### src/rtl/timer_bank_if.sv
// timer_bank_if: rd/wr/addr/wdata/rdata peripheral bus shared with data memory.
// master drives the strobes and address; slave returns combinational rdata.
interface timer_bank_if;
  logic        rd;
  logic        wr;
  logic [31:0] addr;
  logic [31:0] wdata;
  logic [31:0] rdata;

  modport master (
    output rd, wr, addr, wdata,
    input  rdata
  );

  modport slave (
    input  rd, wr, addr, wdata,
    output rdata
  );
endinterface

### src/rtl/timer_bank.sv
// timer_bank: NCH memory-mapped TH/TL/TCON timers with per-channel IRQ.
// Optional one-shot mode (TCON bit3) enabled by defining TIMER_ONESHOT_EN.
module timer_bank #(
  parameter int          NCH       = 2,
  parameter int          DW        = 32,
  parameter logic [31:0] BASE_ADDR = 32'h4000_0000
) (
  input  logic           clk,
  input  logic           reset,
  timer_bank_if.slave    bus,
  output logic [NCH-1:0] irq_vec,
  output logic           irqout
);

  localparam logic [31:0] END_ADDR =
    BASE_ADDR + 32'(16 * NCH);
  localparam logic [DW-1:0] ONES = '1;

  logic [DW-1:0]  r_th [NCH];
  logic [DW-1:0]  r_tl [NCH];
  logic [NCH-1:0] r_en;
  logic [NCH-1:0] r_ien;
  logic [NCH-1:0] r_stat;
  logic [NCH-1:0] w_os;

  logic        w_hit;
  logic [31:0] w_off;
  logic [2:0]  w_ch;
  logic [1:0]  w_reg;
  logic        w_unused;

  logic [NCH-1:0] w_wth;
  logic [NCH-1:0] w_wtl;
  logic [NCH-1:0] w_wtc;
  logic [NCH-1:0] w_ovf;
  logic [31:0]    w_rdata;

  assign w_hit = (bus.addr >= BASE_ADDR) &&
                 (bus.addr <  END_ADDR);
  assign w_off = bus.addr - BASE_ADDR;
  assign w_ch  = w_off[6:4];
  assign w_reg = w_off[3:2];

  assign w_unused = ^{w_off[31:7], w_off[1:0],
                      bus.wdata};

  always_comb begin
    w_wth = '0;
    w_wtl = '0;
    w_wtc = '0;
    w_ovf = '0;
    for (int k = 0; k < NCH; k++) begin
      if (bus.wr && w_hit && w_ch == 3'(k)) begin
        w_wth[k] = (w_reg == 2'd0);
        w_wtl[k] = (w_reg == 2'd1);
        w_wtc[k] = (w_reg == 2'd2);
      end
      w_ovf[k] = r_en[k] && (r_tl[k] == ONES);
    end
  end

  always_ff @(posedge clk) begin
    if (!reset) begin
      for (int k = 0; k < NCH; k++) begin
        r_th[k] <= '0;
        r_tl[k] <= '0;
      end
      r_en   <= '0;
      r_ien  <= '0;
      r_stat <= '0;
    end else begin
      for (int k = 0; k < NCH; k++) begin
        if (w_wth[k])
          r_th[k] <= bus.wdata[DW-1:0];

        // Reload uses the pre-write TH; a CPU TL write wins.
        if (w_wtl[k])
          r_tl[k] <= bus.wdata[DW-1:0];
        else if (w_ovf[k])
          r_tl[k] <= r_th[k];
        else if (r_en[k])
          r_tl[k] <= r_tl[k] + 1'b1;

        if (w_wtc[k])
          r_ien[k] <= bus.wdata[1];

        // Overflow set beats a same-cycle W1C.
        if (w_ovf[k] && r_ien[k])
          r_stat[k] <= 1'b1;
        else if (w_wtc[k] && bus.wdata[2])
          r_stat[k] <= 1'b0;

`ifdef TIMER_ONESHOT_EN
        if (w_wtc[k])
          r_en[k] <= bus.wdata[0];
        else if (w_ovf[k] && w_os[k])
          r_en[k] <= 1'b0;
`else
        if (w_wtc[k])
          r_en[k] <= bus.wdata[0];
`endif
      end
    end
  end

`ifdef TIMER_ONESHOT_EN
  logic [NCH-1:0] r_os;

  always_ff @(posedge clk) begin
    if (!reset) begin
      r_os <= '0;
    end else begin
      for (int k = 0; k < NCH; k++) begin
        if (w_wtc[k])
          r_os[k] <= bus.wdata[3];
      end
    end
  end

  assign w_os = r_os;
`else
  assign w_os = '0;
`endif

  always_comb begin
    w_rdata = '0;
    if (bus.rd && w_hit) begin
      for (int k = 0; k < NCH; k++) begin
        if (w_ch == 3'(k)) begin
          case (w_reg)
            2'd0: w_rdata[DW-1:0] = r_th[k];
            2'd1: w_rdata[DW-1:0] = r_tl[k];
            2'd2: w_rdata[3:0] =
                    {w_os[k], r_stat[k],
                     r_ien[k], r_en[k]};
            default: w_rdata = '0;
          endcase
        end
      end
    end
  end

  assign bus.rdata = w_rdata;
  assign irq_vec   = r_stat & r_ien;
  assign irqout    = |irq_vec;

endmodule

### src/flat_wrapper.sv
// flat-port wrapper written by rule: the top's interface ports become plain ports
module timer_bank_flat 
#(
  parameter int          NCH       = 2,
  parameter int          DW        = 32,
  parameter logic [31:0] BASE_ADDR = 32'h4000_0000
)
  (clk, reset, irq_vec, irqout, bus_rd, bus_wr, bus_addr, bus_wdata, bus_rdata);
  timer_bank_if bus_i ();
  input  logic clk;
  input  logic reset;
  output logic [NCH-1:0] irq_vec;
  output logic irqout;
  input wire logic [$bits(bus_i.rd)-1:0] bus_rd;
  input wire logic [$bits(bus_i.wr)-1:0] bus_wr;
  input wire logic [$bits(bus_i.addr)-1:0] bus_addr;
  input wire logic [$bits(bus_i.wdata)-1:0] bus_wdata;
  output wire logic [$bits(bus_i.rdata)-1:0] bus_rdata;
  assign bus_i.rd = bus_rd;
  assign bus_i.wr = bus_wr;
  assign bus_i.addr = bus_addr;
  assign bus_i.wdata = bus_wdata;
  assign bus_rdata = bus_i.rdata;
  timer_bank #(.NCH(NCH), .DW(DW), .BASE_ADDR(BASE_ADDR)) u_core (.clk(clk), .reset(reset), .bus(bus_i), .irq_vec(irq_vec), .irqout(irqout));
endmodule
### config.mk
export PLATFORM = sky130hd
export DESIGN_NAME = timer_bank_flat
export DESIGN_NICKNAME = d
export VERILOG_FILES = /design/src/rtl/timer_bank_if.sv /design/src/rtl/timer_bank.sv /design/src/flat_wrapper.sv
export SDC_FILE = /design/constraint.sdc
export NUM_CORES = 1
export LEC_CHECK = 0
export ABC_CLOCK_PERIOD_IN_PS = 6400
export BUFFER_PORTS_ARGS = -buffer_cell sky130_fd_sc_hd__buf_2
export CAP_MARGIN = 10
export CORE_MARGIN = 3
export CORE_UTILIZATION = 36
export DETAILED_ROUTE_END_ITERATION = 16
export PLACE_DENSITY_LB_ADDON = 0.05
export SETUP_SLACK_MARGIN = 0.02
export SYNTH_ARGS = -nofsm -noshare
export SYNTH_HDL_FRONTEND = slang
export SYNTH_SLANG_ARGS = --single-unit
### constraint.sdc
create_clock -name clk -period 6.4 [get_ports clk]
set_clock_uncertainty 0.05 [all_clocks]
set_input_delay 0.64 -clock clk [delete_from_list [all_inputs] [get_ports clk]]
set_output_delay 0.64 -clock clk [all_outputs]
set_load 0.05 [all_outputs]
* Word-level counts from Yosys, hierarchy flattened
Memories as Yosys holds them, arrays and structs flattened.
Cells that the tools add are included.
** Word-level totals
- Flip-flop bits (word level) :: 6
- Latch bits :: 0
- Memory bits (writable) :: 128
- ROM bits :: 0
- Input bits :: 68
- Output and inout port bits :: 35
- Logic and storage cells :: 99
- Memories :: 2
** Operators by class
- $add $sub $neg :: 3
- Multipliers :: 0
- Div/mod/pow operators :: 0
- Order comparisons :: 2
- Equality and inequality tests :: 5
- Shift operators :: 0
- Multiplexer cells :: 56
- Bitwise operators :: 9
- Reduce and logical (&&, ||, !) cells :: 16
** Memories
- u_core.r_th :: words 2, bits a word 32, read ports 2, clocked after memory_dff 0, write ports 2, RTL line timer_bank.sv:19 : logic [DW-1:0] r_th [NCH];
- u_core.r_tl :: words 2, bits a word 32, read ports 2, clocked after memory_dff 0, write ports 2, RTL line timer_bank.sv:20 : logic [DW-1:0] r_tl [NCH];
** Operator list (number)
- $mux 32 :: 11
- $pmux 28 s3 :: 1
- $add 32x1->32 const B :: 2
- $eq 32x32->1 const B :: 2
- $pmux 28 s2 :: 1
- $mux 1 :: 41
- $ge 32x31->1 const B :: 1
- $lt 32x31->1 const B :: 1
- $pmux 4 s3 :: 2
- $logic_and 1x1->1 :: 11
- $or 1x1->1 :: 8
- $sub 7x1->7 const B :: 1
- $reduce_bool 2->1 :: 2
- $eq 3x1->1 const B :: 1
- $logic_not 3->1 :: 1
- $and 2x2->2 :: 1
- $eq 2x1->1 const B :: 1
- $eq 2x2->1 const B :: 1
- $logic_not 2->1 :: 1
- $reduce_or 2->1 :: 1

* Depth between registers and ports, before layout
Gate-level depths: netlist (run 1).
- Word-level depth :: 11
- Depth in mapped cells :: 9
- Mapped depth without buffers :: 7

* Worst setup path after synthesis (run 1)
No wires, ideal clock.
- Path kind :: in2reg
- Start point :: input port bus_addr[7]
- End point :: memory u_core.r_tl[0][0], enable pin
- Library setup time :: 0.533 ns
- Arrival :: 5.157 ns
- Required time :: 5.817 ns
- Slack :: 0.660 ns
- Stages on the path :: 4
- Buffers on the path :: 0
- Path through :: nor4b_1 and4_1 nand3_1 o311ai_0
** RTL lines
- start: declaration :: RTL line flat_wrapper.sv:16 : input wire logic [$bits(bus_i.addr)-1:0] bus_addr;
- end: declaration :: RTL line timer_bank.sv:20

* Worst setup path after layout (run 1)
- Start point :: input port bus_addr[7]
- End point :: output port bus_rdata[21]
** Between the ends
- Longest elaborated chain between the ends :: 4
- Elaborated cells between the ends (all ways) :: 5
- Those cells by class :: order compare: 2; mux: 1; reduce/logical: 2
** RTL lines
- $ge 32x31->1 / $lt 32x31->1 (equally long branches) :: RTL line timer_bank.sv:38, timer_bank.sv:39
- $logic_and 1x1->1 * :: RTL line timer_bank.sv:38 : assign w_hit = (bus.addr >= BASE_ADDR) &&
- $logic_and 1x1->1 * :: RTL line timer_bank.sv:127 : if (bus.rd && w_hit) begin
- $mux 32 * :: RTL line timer_bank.sv:127
- end: declaration :: RTL line flat_wrapper.sv:18 : output wire logic [$bits(bus_i.rdata)-1:0] bus_rdata;
Every way passes the cells marked *; elsewhere a longest branch is shown, timed or not.

==> impl_metrics.csv, run 1 <==
group,metric,value,unit
status,status,"completed",
global_route,grt.busiest_layer,"met2",
place,place.gp.congestion,0.7926,
clocking,numCtsBuffers,17,
floorplanning,core_area,0.02223,mm²
critical_path,endpoint,"bus_rdata[21]",
critical_path,required,5710,ps
global_route,met2_usage,36.92,%
sta,timing.final.ws_setup,2565,ps
place,place_inst,1125,
synthesis,async_flop_share,0,%
run,drv_cap,0,
worst_hold_path,hold_path_class,"reg2reg",
global_route,grt_pass1_wl,42.21,mm
global_route,grt_pass1_vias,6900,
clocking,cts_tree,"yes",
place,port_buffers,100,
global_route,groute.usage.overall,22.78,%
sta,rsz0062_at_grt,"false",
layout,diodes,0,
critical_path,r2r_slack,3260,ps
routing,drtPass1Iterations,5,
global_route,use_met3,3.691,%
synthesis,synth-seq-cells,134,
synthesis,syn_nets,848,
layout,drive_gt1_share,19.89,%
layout,layout.nets,934,
synthesis,synth_area_per_cell,10.66,µm²
routing,drcViolationCount,0,
synthesis,synthesis.area,0.008290,mm²
clocking,htreeDepth,4,
sta,setup_viol,0,
global_route,gr-usage-met1,31.41,%
sta,fin_crit_sh,59.93,%
critical_path,critPathArrivalTime,3150,ps
synthesis,synth_ff_type,"edfxtp_1",
clocking,cts_root_buf,"clkbuf_16",
routing,dr.first_iter.drc_count,535,
power,p_leak,3.577,nW
power,power_density,214.9,mW/mm²
layout,finalNonFillerCells,1155,
sta,report.final.hold_viol_count,0,
clocking,max-clock-path-buffers,2,
sta,fin_crit,3835,ps
clocking,hold_buffers,0,
place,placed_area,0.009102,mm²
routing,vias,6932,
routing,drt_wl_total,28.35,mm
floorplanning,die_y,157.8,µm
synthesis,synth_commonest_cells,"edfxtp_1, mux2i_1, nand2_1, nor2_1, a21oi_1",
global_route,overflow,0,
floorplanning,initial_core_util,37.30,%
synthesis,yosys.area.top_type,"edfxtp_1",
layout,utilization,43.30,%
routing,wl_per_cell,24.55,µm
sta,setup_tns,0,ps
synthesis,syn_inst,778,
synthesis,synthDistinctLibCells,69,
critical_path,r2r_end,"u_core.r_tl[1][20]",
synthesis,post-synth-top-count-cell,"edfxtp_1",
critical_path,path_class,"in2out",
clocking,clkTransAtPathRegs,50,ps
synthesis,synth-edff-count,128,
sta,worst_pin_slew,1248,ps
layout,fin_area,0.009624,mm²
floorplanning,ios,103,
place,place_hpwl,18.09,mm
power,max-vdd-ir-drop,176.0,µV
critical_path,timing.rr.start,"u_core.r_tl[1][14]",
critical_path,endpoint_kind,"output pin",
sta,finalMaxSlewViolations,0,
floorplanning,die_area,0.02489,mm²
synthesis,synth_top_area_share,46.36,%
critical_path,reg2regPathDepth,6,
layout,area_delta_synth_final,16.09,%
critical_path,startpoint_type,"primary input",
sta,maxSlewHeadroom,16.02,%
routing,vias_per_cell,6.002,
synthesis,synth.area.top_cells,"edfxtp_1, mux2i_1, xnor2_1",
synthesis,ys_seq_area_share,47.81,%
global_route,grt_max_degree,43,
layout,final.fill_count,2161,
clocking,ctsResizeCount,0,
synthesis,ys_warn_count,0,
global_route,antenna_found_initial,0,
clocking,post_cts_buffers,0,
clocking,clock_latency,420,ps
critical_path,startpoint,"bus_addr[7]",
routing,ant_nets,0,
floorplanning,rows,54,
power,p_total,2.068,mW
floorplanning,die_w,157.8,µm
sta,fmax,260.7,MHz
critical_path,crit_fanout,14,
sta,whs,450.0,ps
clocking,cts.sinks,134,
place,place_ws,2504,ps
## worst min-delay path by stage
stage / from / to / slack (ps) / cells past startpoint
global route: bus_wdata[9] / u_core.r_tl[1][9] / 480 / 2
CTS: u_core.r_stat[0] / u_core.r_stat[0] / 440 / 2
finish: u_core.r_stat[0] / u_core.r_stat[0] / 450 / 2
floorplan: u_core.r_stat[0] / u_core.r_stat[0] / 400 / 2
detailed placement: u_core.r_stat[0] / u_core.r_stat[0] / 430 / 2
global placement: u_core.r_stat[0] / u_core.r_stat[0] / 420 / 2
## where the power goes
part           switching [mW]  internal, mW
Clock                   0.372         0.525
Sequential             0.0330         0.993
Combinational          0.0888        0.0555
Total                   0.494          1.57
## final cells by class
class / instances / area (µm²) / area share [%]
inverters: 12 / 45.04 / 0.4680
clock inverters: 10 / 85.08 / 0.8840
clock buffers: 20 / 436.7 / 4.537
repair buffers: 117 / 630.6 / 6.552
multi-input cells: 582 / 4113 / 42.73
flip-flops and latches: 134 / 3964 / 41.19
well taps: 280 / 350.3 / 3.640
## flip-flops by register name (all words and copies together) (netlist names)
signal and count:
u_core.r_th 64, u_core.r_tl 64, u_core.r_ien 2, u_core.r_en 2, u_core.r_stat 2
## kinds of logic (layout without fill, tap and decap cells)
| family | Yosys count | in the layout | share of synthesized area (%) |
|---|---|---|---|
| AND/OR/NAND/NOR | 285 | 285 | 18.65 |
| AO/OA/AOI/OAI | 176 | 176 | 15.27 |
| flip-flops | 134 | 134 | 47.81 |
| multiplexers | 73 | 73 | 9.583 |
| buffers and inverters | 62 | 159 | 3.516 |
| XOR/XNOR | 46 | 46 | 4.860 |
| adder cells (fa/ha/maj) | 2 | 2 | 0.3018 |
## metal layers
layer / vias to the layer above / share of wire (%)
met5: - / 0
met4: 0 / 2.0
met3: 39 / 5.8
met2: 293 / 47
met1: 3424 / 45
li1: 3176 / -
## cell usage in the layout (no fill, tap or decap), drive strengths merged, types with 7 or more instances in the layout
master,instances
edfxtp,128
buf,117
mux2i,67
nand2,58
nor2,57
a21oi,42
and2,40
nand3,35
xnor2,29
nand4,26
a221oi,24
nor3,24
o2bb2ai,22
clkbuf,20
a211oi,19
xor2,17
o21ai,17
nor4,15
inv,11
and3,9
a31oi,9
a22o,8
nor2b,7
clkinv,7
## worst max-delay path: stages
cell	delay, ps
buf_2	100
nor4b_1	280
and4_1	270
nand3_1	360
a21o_1	500
buf_4	310
a221oi_1	320
buf_2	350
No activity file was read; power rests on OpenSTA's default activity.
==> run 2, diff against run 1 <==
- ABC_CLOCK_PERIOD_IN_PS: 6400 -> 3200
- clock period: 6.4 -> 3.2 ns (I/O delays scaled with it)
==> run 2 against run 1 <==
  * Power increased by 110%
  * Hold slack got worse by 290 ps
  * First-iteration DRC count increased by 6.9%
  * Design area increased by 3.3%
  * Via count increased by 0.36%
  * Global-route usage unchanged
  * Critical path type unchanged
  * Largest power group unchanged
==> impl_metrics.csv, run 2 (same netlist as run 1, synthesis figures left out) <==
group,metric,value,unit
status,status,"completed",
layout,drive_gt1_share,22.00,%
place,place.gp.congestion,0.8779,
layout,layout_commonest_cell,"edfxtp_1",
critical_path,endpoint_kind,"output pin",
sta,maxSlewHeadroom,55.51,%
clocking,clkTransAtPathRegs,60,ps
clocking,post_cts_buffers,0,
layout,final.fill_count,2123,
clocking,hold_buffers,0,
power,seq_power_share,47.7,%
layout,final_cell_mix,"edfxtp_1, buf_2, mux2i_1",
critical_path,startpoint_type,"primary input",
sta,fin_crit,2764,ps
routing,ant_nets,0,
run,drv_cap,0,
sta,fmax,361.9,MHz
clocking,cts_root_buf,"clkbuf_16",
layout,top_regs,"u_core.r_th (64), u_core.r_tl (64)",
power,swShare,23.05,%
clocking,max-clock-path-buffers,2,
global_route,groute.usage.overall,22.78,%
routing,vias_per_cell,5.891,
power,power_density,432.9,mW/mm²
clocking,ctsResizeCount,0,
layout,layout.nets,959,
place,place_ws,439.7,ps
sta,rsz0062_at_grt,"false",
place,port_buffers,100,
critical_path,required,2830,ps
clocking,cts_tree,"yes",
routing,dr.first_iter.drc_count,572,
place,place_hpwl,18.94,mm
floorplanning,die_w,157.8,µm
layout,multi_input_area,0.004134,mm²
sta,report.final.hold_viol_count,0,
layout,regArea,0.003964,mm²
power,p_leak,3.758,nW
critical_path,path_class,"in2out",
clocking,clock_latency,420,ps
routing,drt_wl_total,28.11,mm
critical_path,startpoint,"bus_addr[5]",
sta,finalMaxSlewViolations,0,
sta,timing.final.ws_setup,436.4,ps
critical_path,timing.rr.start,"u_core.r_tl[1][14]",
floorplanning,rows,54,
global_route,grt_pass1_wl,42.44,mm
worst_hold_path,hp-start,"bus_wdata[5]",
place,placed_area,0.009374,mm²
sta,worst_pin_slew,660.3,ps
floorplanning,die_area,0.02489,mm²
global_route,grt_pass1_vias,7070,
routing,wl_per_cell,23.80,µm
power,intPower,3.313,mW
clocking,numCtsBuffers,17,
power,power.share.clock,45.3,%
critical_path,critPathArrivalTime,2390,ps
routing,drtPass1Iterations,5,
clocking,cts.sinks,134,
floorplanning,ios,103,
power,power_frac_comb,7.0,%
floorplanning,initial_core_util,37.30,%
critical_path,crit_fanout,11,
power,p_sw,992.1,µW
worst_hold_path,hold_path_class,"in2reg",
sta,setup_viol,0,
floorplanning,die_y,157.8,µm
layout,area_delta_synth_final,19.95,%
layout,fin_area,0.009945,mm²
global_route,antenna_found_initial,0,
sta,fin_crit_sh,86.36,%
clocking,htreeDepth,4,
routing,drcViolationCount,0,
power,max-vdd-ir-drop,329.6,µV
floorplanning,core_area,0.02223,mm²
global_route,grt_max_degree,41,
routing,vias,6957,
global_route,overflow,0,
[run 2: layout make-up]
cell class	instances	area share, %
flip-flops and latches	134	39.86
clock buffers	19	4.353
clock inverters	11	1.359
multi-input cells	582	41.57
diodes	1	0.02516
repair buffers	142	8.858
well taps	280	3.523
inverters	12	0.4529
[run 2: through the flow]
stage,hold slack [ps],power [mW],cells,util (%),TNS (ps)
2_1_floorplan,402.1,2.234,778,-,-8490
3_3_place_gp,422.8,2.386,1150,42.17,0
3_5_place_dp,429.9,2.391,1150,42.17,0
4_1_cts,144.8,4.348,1180,44.73,0
5_1_grt,160.2,4.450,1180,44.73,0
6_report,157.7,4.305,1181,44.74,0
[run 2: final timing paths]
path	to	slack (ps)	depth (start not counted)
worst max-delay path	bus_rdata[8]	440	8
worst min-delay path	u_core.r_tl[1][5]	160	2
worst max register to register	u_core.r_tl[1][4]	680	8
worst min register to register	u_core.r_stat[0]	430	2
[run 2: worst max-delay path, stage by stage]
cell and delay [ps]:
buf_2 130, nor4_1 270, and4_1 260, nand3_1 110, a21o_1 360, buf_4 290
a221oi_1 300, buf_2 340
[run 2: per-layer routing]
layer	up-vias	wire length [µm]	global-route usage, %
met3	30	1419	3.499
met2	224	13460	37.57
li1	3242	-	-
met4	0	425	6.074
met1	3461	12810	31.41
met5	-	0	0
[run 2: power groups by stage]
stage / combinational [mW] / sequential [mW] / clock, mW
after global routing: 0.329 / 2.06 / 2.06
after global placement: 0.300 / 2.09 / 0
after floorplan: 0.169 / 2.07 / 0
after CTS: 0.305 / 2.05 / 1.99
after detailed placement: 0.304 / 2.09 / 0
final: 0.302 / 2.05 / 1.95
==> run 3, diff against run 2 <==
- ABC_AREA: default -> 1
- CORE_MARGIN: 3 -> 8
- CORE_UTILIZATION: 36 -> 35
==> run 3 against run 2 <==
  * Worst setup slack got worse by 100 ps
  * Area after synthesis up 12%
  * Via count rose by 26%
  * Count of clock-buffer cells in the layout down 1
  * Largest cell class unchanged
  * Non-clock buffer count fell by 14
  * Fmax decreased by 3.5%
  * Power rose by 3.4%
  * Die area is 29% higher
  * First-iteration DRC count up 51%
  * Register-to-register slack got worse by 340 ps
  * Critical path depth grew 5
  * Combinational power is 12% higher
==> impl_metrics.csv, run 3 <==
group,metric,value,unit
clocking,max-clock-path-buffers,2,
sta,worst_pin_slew,1213,ps
power,power_density,415.1,mW/mm²
floorplanning,die_w,178.9,µm
sta,setup_viol,0,
clocking,cts_tree,"yes",
synthesis,synth_area_per_cell,7.636,µm²
critical_path,cp_common_cell,"nand2_1",
synthesis,synth_commonest_cells,"nand2_1, nand3_1, inv_1, edfxtp_1, nor2_1",
power,swShare,26.83,%
critical_path,required,3450,ps
status,status,"completed",
clocking,ctsResizeCount,0,
sta,finalMaxSlewViolations,0,
layout,final.fill_count,2782,
global_route,grt_pass1_wl,54.16,mm
synthesis,synthDistinctLibCells,49,
layout,layout_commonest_cell,"nand2_1",
floorplanning,die_area,0.03200,mm²
critical_path,startpoint_type,"flip-flop",
layout,drive_gt1_share,15.61,%
synthesis,synth_top_area_share,41.40,%
layout,layout.nets,1377,
routing,vias,8795,
sta,fin_crit,2865,ps
synthesis,syn_inst,1216,
critical_path,cp_slowest_cell,"nor2_2",
floorplanning,die_y,178.9,µm
critical_path,critPathArrivalTime,3110,ps
routing,vias_per_cell,5.314,
routing,route.met3.wl,2.655,mm
floorplanning,core_area,0.02606,mm²
synthesis,synth.area.top_cells,"edfxtp_1, nand2_1, nand3_1",
synthesis,ys_seq_area_share,42.69,%
power,intPower,3.259,mW
synthesis,synth-seq-cells,134,
sta,fin_crit_sh,89.53,%
global_route,groute.usage.overall,22.76,%
critical_path,endpoint_kind,"flip-flop",
clocking,clock_latency,430,ps
critical_path,crit_fanout,16,
global_route,antenna_found_initial,0,
routing,drtPass1Iterations,6,
synthesis,ys_warn_count,0,
place,place.gp.congestion,0.9404,
critical_path,path_cells,"ha_1 -> nand3_4 -> nor2_4 -> nand2_1 -> nor2_1 -> nand4_1 -> nand2_1 -> nor2_2 -> buf_4 -> nand3_1 -> nand3_1 -> nand2_1 -> inv_1",
synthesis,post-synth-top-count-cell,"nand2_1",
routing,top_layer,"met4",
place,place_ws,322.2,ps
sta,fmax,349.0,MHz
power,p_sw,1.195,mW
routing,ant_nets,0,
layout,regArea,0.003964,mm²
global_route,overflow,0,
power,power_frac_comb,7.6,%
power,power.share.clock,46.0,%
sta,maxSlewHeadroom,19.03,%
synthesis,syn_nets,1286,
sta,timing.final.ws_setup,335.1,ps
routing,drt_wl_total,35.96,mm
floorplanning,ios,103,
global_route,grt_pass1_vias,8495,
layout,area_delta_synth_final,15.54,%
synthesis,synthesis.area,0.009285,mm²
layout,final_cell_mix,"nand2_1, nand3_1, inv_1",
routing,dr.first_iter.drc_count,864,
worst_hold_path,holdPathStages,3,
critical_path,reg2regPathDepth,13,
clocking,hold_buffers,0,
synthesis,synth-edff-count,128,
global_route,grt_max_degree,34,
clocking,numCtsBuffers,17,
run,drv_cap,0,
synthesis,synth_ff_type,"edfxtp_1",
critical_path,path_class,"reg2reg",
clocking,cts_root_buf,"clkbuf_16",
routing,wl_per_cell,21.73,µm
power,max-vdd-ir-drop,269.1,µV
place,port_buffers,100,
sta,setup_tns,0,ps
layout,top_regs,"u_core.r_th (64), u_core.r_tl (64)",
critical_path,max_stage_delay,640,ps
critical_path,r2r_slack,340,ps
clocking,clkTransAtPathRegs,70,ps
synthesis,async_flop_share,0,%
sta,report.final.hold_viol_count,0,
power,p_leak,4.692,nW
sta,rsz0062_at_grt,"false",
layout,multi_input_area,0.004410,mm²
place,place_hpwl,27.13,mm
floorplanning,initial_core_util,35.63,%
floorplanning,rows,59,
synthesis,yosys.area.top_type,"edfxtp_1",
clocking,post_cts_buffers,0,
routing,dr_wl_met2,15.44,mm
routing,drcViolationCount,0,
clocking,cts.sinks,134,
routing,wl_met1,17.28,mm
worst_hold_path,hold_path_class,"in2reg",
clocking,htreeDepth,4,
power,seq_power_share,46.4,%
layout,diodes,0,
## run 3: power groups by stage
stage                     sequential, mW  clock [mW]  combinational (mW)
final                               2.07        2.05               0.337
after global routing                2.07        2.14               0.368
after CTS                           2.06        2.08               0.333
after detailed placement            2.10           0               0.331
after global placement              2.10           0               0.334
after floorplan                     2.07           0               0.172
## run 3: metal layers
layer | global-route usage (%) | vias to the layer above
li1 | - | 4243
met5 | 0 | -
met1 | 34.05 | 4185
met4 | 5.822 | 0
met2 | 33.22 | 342
met3 | 3.770 | 25
## run 3: final timing paths
path                     startpoint                  to
hold reg to reg    u_core.r_stat[0]    u_core.r_stat[0]
hold / removal        bus_wdata[29]  u_core.r_tl[1][29]
setup / recovery  u_core.r_tl[0][1]   u_core.r_tl[0][8]
setup reg to reg  u_core.r_tl[0][1]   u_core.r_tl[0][8]
## run 3: metrics by stage
stage	cell area, µm²	cells	hold WS (ps)	utilization, %	total power [mW]
after floorplan	9285	1216	410.2	-	2.238
after global placement	10140	1623	442.2	38.90	2.435
after detailed placement	10140	1623	444.4	38.90	2.430
after CTS	10730	1655	193.7	41.17	4.475
after global routing	10730	1655	206.3	41.17	4.580
final	10730	1655	200.9	41.17	4.454
## run 3: cells by family after synthesis
family          count (synthesis)  synth area share [%]
flops                         134                 42.69
buf+inv                       211                 9.918
xor+xnor                       52                 4.905
simple gates                  718                 35.39
fa+ha+maj                       2                0.2695
compound gates                 99                 6.832
## run 3: cell type report
type                       count  area share [%]
sequential                   134           36.95
tap                          335           3.907
multi-input combinational    871           41.11
clock buffer                  18           4.000
clock inverter                14           1.516
inverter                     155           5.423
timing repair buffer         128           7.091
## run 3: critical path: cells and delay by family (launching register included)
family / cells / cell delay [ps]
and+or+nand+nor: 10 / 1490
DFF: 1 / 470
buffers and inverters: 2 / 410
adders and majority gates: 1 / 300
